--- config.mk ---
export PLATFORM = sky130hd
export DESIGN_NAME = prefix_seq_divider_flat
export DESIGN_NICKNAME = d
export VERILOG_FILES = /design/src/rtl/prefix_seq_divider_if.sv /design/src/rtl/prefix_seq_divider.sv /design/src/flat_wrapper.sv
export SDC_FILE = /design/constraint.sdc
export NUM_CORES = 1
export LEC_CHECK = 0
export ABC_AREA = 1
export BUFFER_PORTS_ARGS = -buffer_cell sky130_fd_sc_hd__buf_2
export CAP_MARGIN = 10
export CORE_UTILIZATION = 60
export DETAILED_ROUTE_END_ITERATION = 7
export PLACE_DENSITY = 0.89
export RECOVER_POWER = 50
export SYNTH_ARGS = -nofsm -noshare
export SYNTH_HDL_FRONTEND = slang
export SYNTH_SLANG_ARGS = --single-unit
--- constraint.sdc ---
create_clock -name clk -period 5.9 [get_ports clk]
set_input_delay 0.59 -clock clk [delete_from_list [all_inputs] [get_ports clk]]
set_output_delay 0.59 -clock clk [all_outputs]
set_load 0.03 [all_outputs]
--- src/rtl/prefix_seq_divider_if.sv ---
// Operand/result valid-ready bundle for prefix_seq_divider.
// The divider takes the slave modport and its requester takes the master modport.
interface prefix_seq_divider_if #(
  parameter int WIDTH = 16
);
  logic             in_valid;
  logic             in_ready;
  logic [WIDTH-1:0] dividend;
  logic [WIDTH-1:0] divisor;
  logic             out_valid;
  logic             out_ready;
  logic [WIDTH-1:0] quotient;
  logic [WIDTH-1:0] remainder;
  logic             div_by_zero;

  modport master (
    output in_valid, dividend, divisor, out_ready,
    input  in_ready, out_valid, quotient, remainder, div_by_zero
  );

  modport slave (
    input  in_valid, dividend, divisor, out_ready,
    output in_ready, out_valid, quotient, remainder, div_by_zero
  );
endinterface

--- src/rtl/prefix_seq_divider.sv ---
// Multi-cycle non-restoring unsigned divider producing one quotient bit per cycle.
// Optional feature macro: DIV_ABORT_EN adds an abort input that cancels RUN/FIX.
module prefix_seq_divider #(
  parameter int WIDTH = 16
) (
  input logic clk,
  input logic rst_n,
`ifdef DIV_ABORT_EN
  input logic abort,
`endif
  prefix_seq_divider_if.slave bus
);

  localparam int CNT_W = $clog2(WIDTH) + 1;
  localparam logic [CNT_W-1:0] LAST_STEP = CNT_W'(WIDTH - 1);

  typedef enum logic [1:0] {
    IDLE = 2'd0,
    RUN  = 2'd1,
    FIX  = 2'd2,
    DONE = 2'd3
  } state_e;

  state_e           state_q, state_d;
  logic [WIDTH:0]   r_q, r_d;
  logic [WIDTH-1:0] q_q, q_d;
  logic [WIDTH-1:0] d_q, d_d;
  logic [CNT_W-1:0] cnt_q, cnt_d;
  logic [WIDTH-1:0] quo_q, quo_d;
  logic [WIDTH-1:0] rem_q, rem_d;
  logic             dbz_q, dbz_d;

  logic             abort_s;
  logic [WIDTH:0]   r_sh_s;
  logic [WIDTH:0]   d_ext_s;
  logic [WIDTH:0]   r_step_s;
  logic [WIDTH-1:0] rem_fix_s;

`ifdef DIV_ABORT_EN
  assign abort_s = abort;
`else
  assign abort_s = 1'b0;
`endif

  // One non-restoring step: the sign of the partial remainder picks add or subtract.
  always_comb begin
    r_sh_s  = {r_q[WIDTH-1:0], q_q[WIDTH-1]};
    d_ext_s = {1'b0, d_q};
    if (r_q[WIDTH] == 1'b0) begin
      r_step_s = r_sh_s + ~d_ext_s + {{WIDTH{1'b0}}, 1'b1};
    end else begin
      r_step_s = r_sh_s + d_ext_s;
    end
  end

  // Final correction; the corrected remainder lies in [0, D), so the low bits are exact.
  always_comb begin
    if (r_q[WIDTH] == 1'b1) begin
      rem_fix_s = r_q[WIDTH-1:0] + d_q;
    end else begin
      rem_fix_s = r_q[WIDTH-1:0];
    end
  end

  // Next-state and datapath control.
  always_comb begin
    state_d = state_q;
    r_d     = r_q;
    q_d     = q_q;
    d_d     = d_q;
    cnt_d   = cnt_q;
    quo_d   = quo_q;
    rem_d   = rem_q;
    dbz_d   = dbz_q;
    case (state_q)
      IDLE: begin
        if (bus.in_valid == 1'b1) begin
          if (bus.divisor == {WIDTH{1'b0}}) begin
            state_d = DONE;
            quo_d   = {WIDTH{1'b1}};
            rem_d   = bus.dividend;
            dbz_d   = 1'b1;
          end else begin
            state_d = RUN;
            r_d     = {(WIDTH+1){1'b0}};
            q_d     = bus.dividend;
            d_d     = bus.divisor;
            cnt_d   = {CNT_W{1'b0}};
          end
        end else begin
          state_d = IDLE;
        end
      end
      RUN: begin
        if (abort_s == 1'b1) begin
          state_d = IDLE;
        end else begin
          r_d   = r_step_s;
          q_d   = {q_q[WIDTH-2:0], ~r_step_s[WIDTH]};
          cnt_d = cnt_q + {{(CNT_W-1){1'b0}}, 1'b1};
          if (cnt_q == LAST_STEP) begin
            state_d = FIX;
          end else begin
            state_d = RUN;
          end
        end
      end
      FIX: begin
        if (abort_s == 1'b1) begin
          state_d = IDLE;
        end else begin
          state_d = DONE;
          quo_d   = q_q;
          rem_d   = rem_fix_s;
          dbz_d   = 1'b0;
        end
      end
      DONE: begin
        if (bus.out_ready == 1'b1) begin
          state_d = IDLE;
        end else begin
          state_d = DONE;
        end
      end
      default: begin
        state_d = IDLE;
      end
    endcase
  end

  // State, datapath and result registers.
  always_ff @(posedge clk or negedge rst_n) begin
    if (!rst_n) begin
      state_q <= IDLE;
      r_q     <= {(WIDTH+1){1'b0}};
      q_q     <= {WIDTH{1'b0}};
      d_q     <= {WIDTH{1'b0}};
      cnt_q   <= {CNT_W{1'b0}};
      quo_q   <= {WIDTH{1'b0}};
      rem_q   <= {WIDTH{1'b0}};
      dbz_q   <= 1'b0;
    end else begin
      state_q <= state_d;
      r_q     <= r_d;
      q_q     <= q_d;
      d_q     <= d_d;
      cnt_q   <= cnt_d;
      quo_q   <= quo_d;
      rem_q   <= rem_d;
      dbz_q   <= dbz_d;
    end
  end

  assign bus.in_ready    = (state_q == IDLE);
  assign bus.out_valid   = (state_q == DONE);
  assign bus.quotient    = quo_q;
  assign bus.remainder   = rem_q;
  assign bus.div_by_zero = dbz_q;

endmodule

--- src/flat_wrapper.sv ---
// flat-port wrapper written by rule: the top's interface ports become plain ports
module prefix_seq_divider_flat 
#(
  parameter int WIDTH = 16
)
  (clk, rst_n, bus_in_valid, bus_dividend, bus_divisor, bus_out_ready, bus_in_ready, bus_out_valid, bus_quotient, bus_remainder, bus_div_by_zero);
  prefix_seq_divider_if #(.WIDTH(WIDTH)) bus_i ();
  input logic clk;
  input logic rst_n;
  input wire logic [$bits(bus_i.in_valid)-1:0] bus_in_valid;
  input wire logic [$bits(bus_i.dividend)-1:0] bus_dividend;
  input wire logic [$bits(bus_i.divisor)-1:0] bus_divisor;
  input wire logic [$bits(bus_i.out_ready)-1:0] bus_out_ready;
  output wire logic [$bits(bus_i.in_ready)-1:0] bus_in_ready;
  output wire logic [$bits(bus_i.out_valid)-1:0] bus_out_valid;
  output wire logic [$bits(bus_i.quotient)-1:0] bus_quotient;
  output wire logic [$bits(bus_i.remainder)-1:0] bus_remainder;
  output wire logic [$bits(bus_i.div_by_zero)-1:0] bus_div_by_zero;
  assign bus_i.in_valid = bus_in_valid;
  assign bus_i.dividend = bus_dividend;
  assign bus_i.divisor = bus_divisor;
  assign bus_i.out_ready = bus_out_ready;
  assign bus_in_ready = bus_i.in_ready;
  assign bus_out_valid = bus_i.out_valid;
  assign bus_quotient = bus_i.quotient;
  assign bus_remainder = bus_i.remainder;
  assign bus_div_by_zero = bus_i.div_by_zero;
  prefix_seq_divider #(.WIDTH(WIDTH)) u_core (.clk(clk), .rst_n(rst_n), .bus(bus_i));
endmodule
* Word level (Yosys, flattened, before mapping) *
Index checks and enable logic that the tools add are counted.

word-level totals
  flip-flop bits (word level) = 89
  logic and storage cells = 55

cells by class
  bitwise logic cells = 3
  equality and inequality tests = 7
  add/subtract/negate cells = 5
  reduce and logical (&&, ||, !) cells = 7
  mux-type cells = 25

operators with widths
  kind                   number
  $mux 16                7
  $pmux 16 s2            3
  $mux 17                3
  $pmux 17 s2            1
  $add 17x1->17 const B  1
  $add 17x16->17         1
  $add 17x17->17         1
  $not 16->17            1
  $add 16x16->16         1
  $logic_not 16->1       1
  $mux 5                 2
  $pmux 5 s2             1
  $reduce_and 3->1       3
  $mux 2                 4
  $pmux 2 s4             1
  $add 5x1->5 const B    1
  $eq 5x4->1 const B     1
  $eq 2x2->1 const B     2
  $ne 2x2->1 const B     2
  $reduce_bool 2->1      2
  $eq 2x1->1 const B     1
  $logic_not 2->1        1
  $mux 1                 2
  $ne 2x1->1 const B     1
  other kinds (2)        3

* Logic depth before layout (Yosys ltp) *
  depth after elaboration = 6
  depth in mapped cells = 16
  gate-level depth less buffers = 16

* Worst setup path after synthesis *
No wires, ideal clock.

  path kind = flip-flop to flip-flop
  from = register u_core.d_q[0]
  to = register u_core.q_q[0]
  setup time = 0.116 ns
  arrival = 1.750 ns
  data required time = 5.784 ns
  path buffers = 0
  cell stages (with the launch flop) = 15
  slack = 4.034 ns
  path through = dfrtp_1 > ha_1 > fa_1 > inv_1 > nand3_1 > nand2_1 > nand2_1 > nand2_1 > nand2_1 > nand2_1 > nand3_1 > nand2_1 > nand3_2 > nand2_1 > nand2_1

on the way
  cells in the longest elaborated chain, start to end = 6
  elaborated cells between the ends (all ways) = 7
  those cells by class = add/sub (3); mux (2); bitwise (2)

ends and longest elaborated chain
  element                   line                       source
  start: declaration        prefix_seq_divider.sv:27   logic [WIDTH-1:0] d_q, d_d;
  start signal: assignment  prefix_seq_divider.sv:137  d_q <= {WIDTH{1'b0}};
  $not 16->17               prefix_seq_divider.sv:50   r_step_s = r_sh_s + ~d_ext_s + {{WIDTH{1'b0}}, 1'b1};
  $add 17x17->17            prefix_seq_divider.sv:50
  $add 17x1->17             prefix_seq_divider.sv:50
  $mux 17 *                 prefix_seq_divider.sv:49   if (r_q[WIDTH] == 1'b0) begin
  $not 1->1 *               prefix_seq_divider.sv:99   q_d = {q_q[WIDTH-2:0], ~r_step_s[WIDTH]};
  $pmux 16 s2 *             prefix_seq_divider.sv:75   case (state_q)
  end signal: assignment    prefix_seq_divider.sv:136  q_q <= {WIDTH{1'b0}};
  end signal: assignment    prefix_seq_divider.sv:145  q_q <= q_d;
  end: declaration          prefix_seq_divider.sv:26   logic [WIDTH-1:0] q_q, q_d;

Mark *: on every way between the ends. The rest lies on a longest branch, timed or not.
A chain may end at the register's enable or synchronous reset.

* Worst setup path in the final report *
  from = register u_core.state_q[0]
  to = register u_core.rem_q[1], in the netlist u_core.bus.remainder[1]

on the way
  cells in the longest elaborated chain, start to end = 3
  elaborated cells between the ends (all ways) = 7
  those cells by class = eq/ne (3); mux (1); reduce/logical (3)

ends and longest elaborated chain
  element                                                    line                       source
  start: declaration                                         prefix_seq_divider.sv:24   state_e state_q, state_d;
  start signal: assignment                                   prefix_seq_divider.sv:143  state_q <= state_d;
  $logic_not 2->1 or $eq 2x2->1 (tied branches)              prefix_seq_divider.sv:75
  $ne 2x1->1 (no source line), or another cell as far along  --
  $reduce_and 3->1 (no source line)                          --
  end signal: assignment                                     prefix_seq_divider.sv:140  rem_q <= {WIDTH{1'b0}};
  end signal: assignment                                     prefix_seq_divider.sv:149  rem_q <= rem_d;
  end: declaration                                           prefix_seq_divider.sv:30   logic [WIDTH-1:0] rem_q, rem_d;

Parallel ways exist; a longest one is shown, timed or not.

==> impl_metrics.tcl <==
set metrics [dict create \
    outcome "completed" \
    cts_buffers 9 \
    synth-async-reset-ratio_pct 100 \
    cts_max_level 3 \
    end_kind "register" \
    layout-drive-gt1-share_pct 12.6 \
    final.setup.tns_ns 0 \
    core_region_area_sq_um 10900 \
    io_pins 71 \
    firstDrtPassIters 5 \
    path_cells "inv_1 > nand2_1 > clkinv_1 > o21ai_0 > o211ai_1" \
    final_nets 1093 \
    avgViaCountPerCell 5.60 \
    hold_violations 0 \
    synth-edff-count 0 \
    ys.flop_type "dfrtp_1" \
    die_width_microns 108 \
    grt_max_degree 66 \
    synth.yosys.seq_area_share_pct 33.2 \
    drv_slew 0 \
    clk_pin_slew_ns 0.09 \
    globalRouteTotalUtil_pct 31.9 \
    fmax_ghz 0.434 \
    drt-initial-drc-count 524 \
    die_y_microns 108 \
    drc 0 \
    finClkSkew_ns 0.00960 \
    syn_area_per_cell_sq_um 7.06 \
    dp_hpwl_microns 13100 \
    rsz0062_at_grt "false" \
    required_ns 6.15 \
    grt_first_pass_wirelength_microns 28900 \
    ys_seq_elements 89 \
    gr-total-overflow 0 \
    clockBufferDepth 2 \
    setup_violations 0 \
    area_growth_pct 7.71 \
    clock-root-buffer "clkbuf_8" \
    multi_input_area_sq_um 3830 \
    synth_top_area_share_pct 33.2 \
    synth_area_leaders "dfrtp_1, nand2_1, ha_1" \
    num_antenna_cells 0 \
    yosysWarnings 0 \
    nFillCells 935 \
    antenna_found_initial 0 \
    yosys.cell_types.count 44 \
    fin_crit_sh_pct 39.0 \
    hold_buffers 0 \
    syn_area_sq_um 6720 \
    place_congestion 0.982 \
    grt_pass1_vias 6085 \
    cts_tree "done" \
    path_max_fanout 19 \
    arrival_ns 2.55 \
    antenna_left 0 \
    path_class "reg2reg" \
    slew_headroom_pct 6.35 \
    hold_class "in2reg" \
    post_cts_buffers 0 \
    cap_violations 0 \
    dr_total_vias 6438 \
    crit_path_start_kind "register" \
    cts-resized-gates 0 \
    clk_latency_ns 0.37 \
    initial_utilization_pct 61.7 \
    routed_wl_microns 17600 \
    synth_nets 1039 \
    postSynthCellCount 951 \
    seq_area_sq_um 2230 \
    slowest_delay_ns 0.74 \
    cts.sinks 89 \
    synth.largest_area_cell "dfrtp_1" \
    dieArea_sq_um 11600 \
    period_needed_ns 2.30 \
    port-buffer-count 70 \
    wl_per_cell_microns 15.3 \
    worst_pin_slew_ns 1.40 \
    slowest_stage "clkinv_1" \
    rows 38 \
]
## critical path: cells and delay by family, from the launching register on
kind / cells / cell delay [ns]
flops: 1 / 0.42
compound gates: 2 / 0.42
simple gates: 1 / 0.50
buf+inv: 2 / 0.85
## cells in the mapped netlist (2+ instances only)
| master | number |
|---|---|
| a21oi_1 | 64 |
| a21oi_2 | 2 |
| and2_1 | 4 |
| buf_2 | 13 |
| buf_4 | 3 |
| buf_6 | 8 |
| clkbuf_1 | 6 |
| dfrtp_1 | 89 |
| fa_1 | 3 |
| ha_1 | 49 |
| inv_1 | 113 |
| inv_2 | 6 |
| inv_4 | 2 |
| nand2_1 | 287 |
| nand2_2 | 5 |
| nand3_1 | 57 |
| nand3b_1 | 2 |
| nand4_1 | 6 |
| nor2_1 | 97 |
| nor2_2 | 2 |
| nor3_1 | 8 |
| o211ai_1 | 3 |
| o211ai_2 | 15 |
| o21ai_0 | 48 |
| o21ai_1 | 3 |
| o21ai_2 | 18 |
| o21bai_1 | 7 |
| o22ai_1 | 4 |
| o22ai_2 | 2 |
| or2_2 | 2 |
| xor2_1 | 10 |
## final timing paths
path                                                          from                                  end  slack (ns)  cells after the start
worst max-delay path                   u_core.state_q[0]$_DFF_PN0_  u_core.bus.remainder[1]$_DFFE_PN0P_        3.60                      5
worst min-delay path                                 bus_out_ready          u_core.state_q[0]$_DFF_PN0_        0.43                      2
worst max register to register         u_core.state_q[0]$_DFF_PN0_  u_core.bus.remainder[1]$_DFFE_PN0P_        3.60                      5
worst min register to register  u_core.bus.div_by_zero$_DFFE_PN0P_   u_core.bus.div_by_zero$_DFFE_PN0P_        0.48                      2
max in group asynchronous                                    rst_n            u_core.r_q[6]$_DFFE_PN0P_        3.82                      2
min in group asynchronous                                    rst_n  u_core.bus.quotient[11]$_DFFE_PN0P_        0.53                      1
## layout make-up
| cell class | instances | share of cell area [%] |
|---|---|---|
| multi-input combinational | 709 | 52.9 |
| sequential | 89 | 30.8 |
| inverter | 123 | 6.47 |
| timing repair buffer | 73 | 4.84 |
| tap | 140 | 2.42 |
| clock buffer | 11 | 1.82 |
| clock inverter | 4 | 0.744 |
## cell usage in the layout (no fill, tap or decap), types with 5 or more instances in the layout
cell      instances
a21oi_1          64
buf_2            52
clkbuf_1         20
clkbuf_8          9
dfrtp_1          89
ha_1             49
inv_1           113
inv_2             6
nand2_1         287
nand2_2           5
nand3_1          57
nand4_1           6
nor2_1           96
nor3_1            8
o211ai_2         15
o21ai_0          48
o21ai_2          18
o21bai_1          7
xor2_1           10
## flip-flops by register name, indices dropped and copies added (netlist names)
name	flops
u_core.bus.div_by_zero	1
u_core.bus.quotient	16
u_core.bus.remainder	16
u_core.cnt_q	5
u_core.d_q	16
u_core.q_q	16
u_core.r_q	17
u_core.state_q	2
## per-layer routing
metal	GRT usage, %	share of wire, %	vias up
met5	0	0	-
met4	14.1	3.5	0
met3	4.66	6.6	53
met2	51.2	46	275
met1	42.5	44	2948
li1	-	-	3162
## stage by stage
stage / std cells / area [sq um] / setup slack [ns] / hold slack (ns) / util (%)
after floorplan: 951 / 6720 / 4.03 / 0.294 / -
after global placement: 1134 / 7070 / 3.57 / 0.452 / 65.0
after detailed placement: 1134 / 7070 / 3.45 / 0.456 / 65.0
after CTS: 1149 / 7260 / 3.63 / 0.115 / 66.7
after global routing: 1149 / 7230 / 3.41 / 0.434 / 66.4
final: 1149 / 7230 / 3.60 / 0.430 / 66.4
## cells by family after synthesis
logic type                 synth area share (%)
AOI/OAI and AO/OA                          16.6
xor gates and xnor gates                   1.43
buffers and inverters                      9.95
DFF                                        33.2
and+or+nand+nor                            28.9
adders and majority gates                  10.0
Power is left out: the tool's default activity adds up to more than one toggle a clock period on the data nets, which glitch-free logic cannot reach.
